### src/rtl/psu_cwdarr_serializer.sv
// psu_cwdarr_serializer: 2-entry codeword-array FIFO that streams each
// buffered array to the QCI link as NUM_PQ/CHUNK_PQ chunks, LSB chunk first.
module psu_cwdarr_serializer #(
    parameter int unsigned  NUM_PQ    = 16,
    parameter int unsigned  CWD_BW    = 4,
    parameter int unsigned  CHUNK_PQ  = 8,
    localparam int unsigned NUM_CHUNK = NUM_PQ / CHUNK_PQ,
    localparam int unsigned CIDX_BW   = (NUM_CHUNK > 1) ? $clog2(NUM_CHUNK) : 1
) (
    input  logic                         clk,
    input  logic                         rst_n,
    input  logic                         in_valid,
    output logic                         in_ready,
    input  logic [NUM_PQ*CWD_BW-1:0]     cwdarray_in,
    output logic                         out_valid,
    input  logic                         out_ready,
    output logic [CHUNK_PQ*CWD_BW-1:0]   out_chunk,
    output logic [CIDX_BW-1:0]           out_idx,
    output logic                         out_last,
    output logic [15:0]                  arr_cnt,
    output logic                         busy
);

    localparam int unsigned ARR_BW = NUM_PQ * CWD_BW;
    localparam int unsigned CHK_BW = CHUNK_PQ * CWD_BW;
    localparam logic [CIDX_BW-1:0] LAST_IDX = CIDX_BW'(NUM_CHUNK - 1);

    typedef enum logic [1:0] {
        EMPTY = 2'd0,
        ONE   = 2'd1,
        FULL  = 2'd2
    } occ_t;

    occ_t                occ_q, occ_n;
    logic                head_q, head_n;
    logic                tail_q, tail_n;
    logic [CIDX_BW-1:0]  idx_q, idx_n;
    logic [15:0]         cnt_q, cnt_n;
    logic                rdy_q, valid_q, last_q;
    logic [CHK_BW-1:0]   chunk_q, chunk_n;
    logic [ARR_BW-1:0]   mem_q [2];
    logic [ARR_BW-1:0]   head_data_n;
    logic                push, adv, pop;

    // Occupancy state register
    always_ff @(posedge clk or negedge rst_n) begin
        if (!rst_n) begin
            occ_q <= EMPTY;
        end else begin
            occ_q <= occ_n;
        end
    end

    // Handshakes, next occupancy, pointers, chunk index and next output chunk
    always_comb begin
        push        = in_valid & rdy_q;
        adv         = valid_q & out_ready;
        pop         = adv & (idx_q == LAST_IDX);
        occ_n       = occ_q;
        head_n      = head_q ^ pop;
        tail_n      = tail_q ^ push;
        idx_n       = idx_q;
        cnt_n       = cnt_q;
        head_data_n = mem_q[head_n];
        chunk_n     = '0;

        unique case (occ_q)
            EMPTY: if (push) occ_n = ONE;
            ONE: begin
                if (push && !pop) occ_n = FULL;
                else if (pop && !push) occ_n = EMPTY;
            end
            FULL:    if (pop) occ_n = ONE;
            default: occ_n = EMPTY;
        endcase

        if (pop) begin
            idx_n = '0;
            cnt_n = cnt_q + 16'd1;
        end else if (adv) begin
            idx_n = idx_q + CIDX_BW'(1);
        end

        // The entry becoming head may be the one written on this very edge
        if (push && (tail_q == head_n)) head_data_n = cwdarray_in;

        for (int unsigned c = 0; c < NUM_CHUNK; c++) begin
            if (idx_n == CIDX_BW'(c)) chunk_n = head_data_n[c*CHK_BW +: CHK_BW];
        end
    end

    // Pointers, counters and registered outputs
    always_ff @(posedge clk or negedge rst_n) begin
        if (!rst_n) begin
            head_q  <= 1'b0;
            tail_q  <= 1'b0;
            idx_q   <= '0;
            cnt_q   <= 16'd0;
            rdy_q   <= 1'b0;
            valid_q <= 1'b0;
            last_q  <= 1'b0;
            chunk_q <= '0;
        end else begin
            head_q  <= head_n;
            tail_q  <= tail_n;
            idx_q   <= idx_n;
            cnt_q   <= cnt_n;
            rdy_q   <= (occ_n != FULL);
            valid_q <= (occ_n != EMPTY);
            last_q  <= (idx_n == LAST_IDX);
            chunk_q <= chunk_n;
        end
    end

    // Array storage; contents are don't-care until written
    always_ff @(posedge clk) begin
        if (push) mem_q[tail_q] <= cwdarray_in;
    end

    assign in_ready  = rdy_q;
    assign out_valid = valid_q;
    assign busy      = valid_q;
    assign out_chunk = chunk_q;
    assign out_idx   = idx_q;
    assign out_last  = last_q;
    assign arr_cnt   = cnt_q;

endmodule

### config.mk
export PLATFORM = sky130hd
export DESIGN_NAME = psu_cwdarr_serializer
export DESIGN_NICKNAME = d
export VERILOG_FILES = /design/src/rtl/psu_cwdarr_serializer.sv
export SDC_FILE = /design/constraint.sdc
export NUM_CORES = 1
export LEC_CHECK = 0
export BUFFER_PORTS_ARGS = -buffer_cell sky130_fd_sc_hd__buf_2
export CAP_MARGIN = 10
export CORE_MARGIN = 4
export CORE_UTILIZATION = 25
export CTS_CLUSTER_DIAMETER = 60
export DETAILED_ROUTE_END_ITERATION = 8
export REMOVE_ABC_BUFFERS = 1
export SYNTH_ARGS = -nofsm -noshare
export SYNTH_HDL_FRONTEND = slang
export SYNTH_SLANG_ARGS = --single-unit
### constraint.sdc
create_clock -name clk -period 2.9 [get_ports clk]
set_clock_uncertainty 0.15 [all_clocks]
set_input_delay 0.145 -clock clk [delete_from_list [all_inputs] [get_ports clk]]
set_output_delay 0.145 -clock clk [all_outputs]
set_load 0.1 [all_outputs]
# Word level (Yosys, flattened, before mapping)
# Memories as Yosys holds them, arrays and structs flattened.
# Cells that the tools add are included.
[totals]
inputBits = 68
memories = 1
regBits = 55
elab_cells = 38
out_inout_bits = 53
ram_bits = 128
[memory_table]
columns = ["name", "words", "width", "read_ports", "rd_clocked_by_memory_dff", "wr", "line", "rtl"]
rows = [
  ["mem_q", 2, 64, 1, 0, 1, "41", "logic [ARR_BW-1:0] mem_q [2];"],
]
[op_classes]
reduce_logical = 7
bitwise_logic = 5
eq_ne = 4
n_mux = 11
add_sub_neg = 2
[op_table]
columns = ["cell", "count"]
rows = [
  ["$mux W64", 1],
  ["$mux W32", 1],
  ["$add A16 B1 Y16 const B", 1],
  ["$mux W2", 4],
  ["$pmux W2 S3", 1],
  ["$mux W1", 4],
  ["$and A1 B1 Y1", 3],
  ["$logic_and A1 B1 Y1", 3],
  ["$eq A2 B1 Y1 const B", 1],
  ["$eq A2 B2 Y1 const B", 1],
  ["$logic_not A1 Y1", 2],
  ["$logic_not A2 Y1", 1],
  ["$ne A2 B2 Y1 const B", 1],
  ["$reduce_bool A2 Y1", 1],
  ["$xor A1 B1 Y1", 2],
  ["$add A1 B1 Y1 const B", 1],
  ["$eq A1 B1 Y1", 1],
]

# Longest topological paths before layout
[depth]
ltp_word = 7
ltp_mapped = 6
mapped_depth_nobuf = 5

# Worst setup path after synthesis
# OpenSTA, ideal clock, no wires.
[synth_path]
path_type = "register -> register"
start = "register rdy_q (netlist: in_ready)"
end = "memory mem_q[0][0] (netlist name), enable pin"
arrival_ps = 2830
setup_slack_ps = -510
path_buffers = 0
synth_period_minus_slack_ps = 3410
required_time_ps = 2321
path_stages_with_launch = 3
cell_sequence = "dfrtp_1 > and2_1 > ha_1"
[synth_via]
elab_chain_cells = 3
[synth_lines]
columns = ["item", "line", "rtl"]
rows = [
  ["from (decl)", "39", "logic rdy_q, valid_q, last_q;"],
  ["from (signal assigned)", "108", "rdy_q <= (occ_n != FULL);"],
  ["$and A1 B1 Y1", "56", "push = in_valid & rdy_q;"],
  ["$mux W1", "117", "if (push) mem_q[tail_q] <= cwdarray_in;"],
  ["$mux W1 (not written as such)", "117", ""],
  ["to (decl)", "41", ""],
]
# Every way passes these cells.

# Worst setup path after layout
[layout_path]
start = "register valid_q (netlist: busy)"
end = "register chunk_q[1] (netlist: out_chunk[1])"
[layout_via]
elab_chain_cells = 7
[layout_lines]
columns = ["item", "line", "rtl"]
rows = [
  ["from (decl)", "39", ""],
  ["from (signal assigned)", "109", "valid_q <= (occ_n != EMPTY);"],
  ["$and A1 B1 Y1 (*)", "57", "adv = valid_q & out_ready;"],
  ["$and A1 B1 Y1 (*)", "58", "pop = adv & (idx_q == LAST_IDX);"],
  ["via pop", "43", "logic push, adv, pop;"],
  ["$xor A1 B1 Y1", "60", "head_n = head_q ^ pop;"],
  ["$eq A1 B1 Y1", "85", "if (push && (tail_q == head_n)) head_data_n = cwdarray_in;"],
  ["$logic_and A1 B1 Y1", "85", ""],
  ["$mux W64", "85", ""],
  ["$mux W32 (*)", "88", "if (idx_n == CIDX_BW'(c)) chunk_n = head_data_n[c*CHK_BW +: CHK_BW];"],
  ["via chunk_n[1]", "40", "logic [CHK_BW-1:0] chunk_q, chunk_n;"],
  ["to (signal assigned)", "111", "chunk_q <= chunk_n;"],
  ["to (decl)", "40", ""],
]
# The timed path passes the listed nets; every way through them passes the cells marked *.
# A chain may end at the register's enable or synchronous reset.

==> impl_metrics.yaml <==
placed_design:
  pre_cts_slack_ns: 0.384
  place.detailed.hpwl_um: 10100
  gp_congestion: 0.718
  portBuffers: 120
synthesis:
  async_flop_share: 0.301
  seq_area_frac_synth: 0.722
  syn_avg_cell_area_um2: 19.9
  netlist_instances: 363
  ys.flop_type: "edfxtp_1"
  synth-edff-count: 128
  yosysUniqueCellTypes: 29
  synth_warnings: 0
  ys_ff_latch: 183
  syn_area_um2: 7230
routing:
  routed_wl_um: 15800
  vias_per_cell: 4.25
  vias: 4045
  post_drt_wl_per_cell_um: 16.6
  drt_iter0_drc: 176
  drc: 0
  dr.pass1.iters: 4
  ant_nets: 0
global_route:
  track_usage: 0.102
  grt_max_degree: 39
  grt_pass1_vias: 4471
  grt_pass1_wl_um: 24700
  antenna_found_initial: 1
  grt.overflow.total: 0
floorplanning:
  die_h_um: 178
  dieArea_um2: 31700
  placementRows: 61
  initial_utilization: 0.257
  dieWidth_um: 178
  pin_count: 121
  core_area_um2: 28200
cells_and_area:
  nets: 632
  synthToLayoutAreaGrowth_pct: 33.4
  final_common_cell: "edfxtp_1"
  layout_common_cells: "edfxtp_1, buf_2, mux2_2, dlygate4sd3_1, dfrtp_1"
  drive_gt1_frac: 0.459
  fillCellCount: 2679
critical_path:
  critPathArrivalTime_ns: 2.65
  slowest_stage: "mux4_2"
  worst_path_largest_cell_delay_ns: 0.55
  cp_cell_sequence: "and2_1 > ha_4 > xnor2_4 > buf_12 > mux4_2 > mux2_2"
  crit_fanout: 27
  crit_type: "reg -> reg"
  required_ns: 3.06
  startpoint_type: "register"
  endpoint_kind: "register"
clock_tree:
  postCtsSetupBuffers: 0
  cts.sinks: 183
  htreeDepth: 4
  clock_path_buffers: 2
  cts_tree: "yes"
  postCtsResizedCells: 0
  clk_pin_slew_worst_paths_ns: 0.07
  hold_buffers: 65
  cts_buffers: 17
  cts_root_buf: "clkbuf_16"
  insertion_delay_ns: 0.43
worst_hold_path:
  hold_class: "in -> reg"
sta:
  worstMarginPinSlew_ns: 0.751
  final-hold-violation-count: 0
  slew_headroom: 0.499
  setup_viol: 0
  fmaxAchievable_mhz: 402
  fin_tns_setup_ns: 0
  fin_ws_ns: 0.410
  fin_crit_sh: 0.859
  fin_crit_ns: 2.49
  slew_viol_final: 0
  rsz0062_at_grt: "no"
  fin_hold_ws_ns: 0.0887
job:
  cap_violations: 0
run_status:
  status: "finished clean"
==> layout make-up <==
cell class | instances | area [µm²] | share of cell area
clock inverters | 12 | 131 | 0.0136
flip-flops and latches | 183 | 5220 | 0.541
well taps | 378 | 473 | 0.0490
multi-input cells | 158 | 1940 | 0.201
inverters | 5 | 18.8 | 0.00195
diodes | 1 | 2.50 | 0.000259
repair buffers | 195 | 1400 | 0.145
clock buffers | 20 | 457 | 0.0473
==> path summary, 6_finish.rpt <==
kind	start	to	slack, ns	depth (start not counted)
max	busy	out_chunk[1]	0.41	6
min	in_valid	occ_q[1]	0.09	4
min reg2reg	arr_cnt[15]	arr_cnt[15]	0.32	1
min in group asynchronous	rst_n	out_chunk[2]	0.19	2
max reg2reg	busy	out_chunk[1]	0.41	6
max in group asynchronous	rst_n	out_chunk[11]	1.76	3
==> routing by layer <==
| layer | share of wire | track usage |
|---|---|---|
| met4 | 0.0067 | 0.0222 |
| met2 | 0.50 | 0.175 |
| met5 | 0 | 0 |
| met1 | 0.44 | 0.128 |
| met3 | 0.059 | 0.0303 |
==> Yosys cell counts (all sizes together), types with 2 or more instances <==
master,number,area share
edfxtp,128,0.53
mux2,65,0.10
dfrtp,55,0.19
mux4,32,0.10
xor2,10,0.012
clkbuf,9,0.0047
buf,8,0.0088
nand2,6,0.0031
nand4,6,0.0052
xnor2,6,0.0099
inv,5,0.0026
ha,4,0.0069
nand3,4,0.0028
nor2,4,0.0021
nor3,4,0.0028
nor4,4,0.0035
a21oi,2,0.0014
and2,2,0.0017
mux2i,2,0.0028
==> worst max-delay path, delay by kind of cell (launching register included) <==
kind                       cells  cell delay [ns]
DFF                            1             0.40
buffers and inverters          1             0.29
muxes                          2             0.82
adders and majority gates      1             0.23
and+or+nand+nor                1             0.19
xor gates and xnor gates       1             0.27
==> flip-flops by register name (all words and copies together) (netlist names) <==
register,count
out_chunk,32
busy,1
mem_q,128
out_last,1
head_q,1
arr_cnt,16
tail_q,1
occ_q,2
in_ready,1
==> logic make-up (layout without fill, tap and decap cells) <==
kind of cell	after synthesis	count (layout)	synth area share
adders and majority gates	4	4	0.00692
and+or+nand+nor	34	34	0.0251
AOI/OAI and AO/OA	5	5	0.00398
buffers and inverters	22	232	0.0161
muxes	99	99	0.204
DFF	183	183	0.722
other	0	1	0
xor gates and xnor gates	16	16	0.0220
==> per-stage QoR <==
| stage | utilization | cell area [µm²] | std cells |
|---|---|---|---|
| floorplan | - | 7130 | 346 |
| global placement | 0.298 | 8400 | 854 |
| detailed placement | 0.298 | 8400 | 854 |
| CTS | 0.342 | 9640 | 951 |
| global route | 0.342 | 9650 | 952 |
| finish | 0.342 | 9650 | 952 |
Power is not shown: default switching activity piles up to over one toggle a cycle in this logic, so the estimate is an artifact.
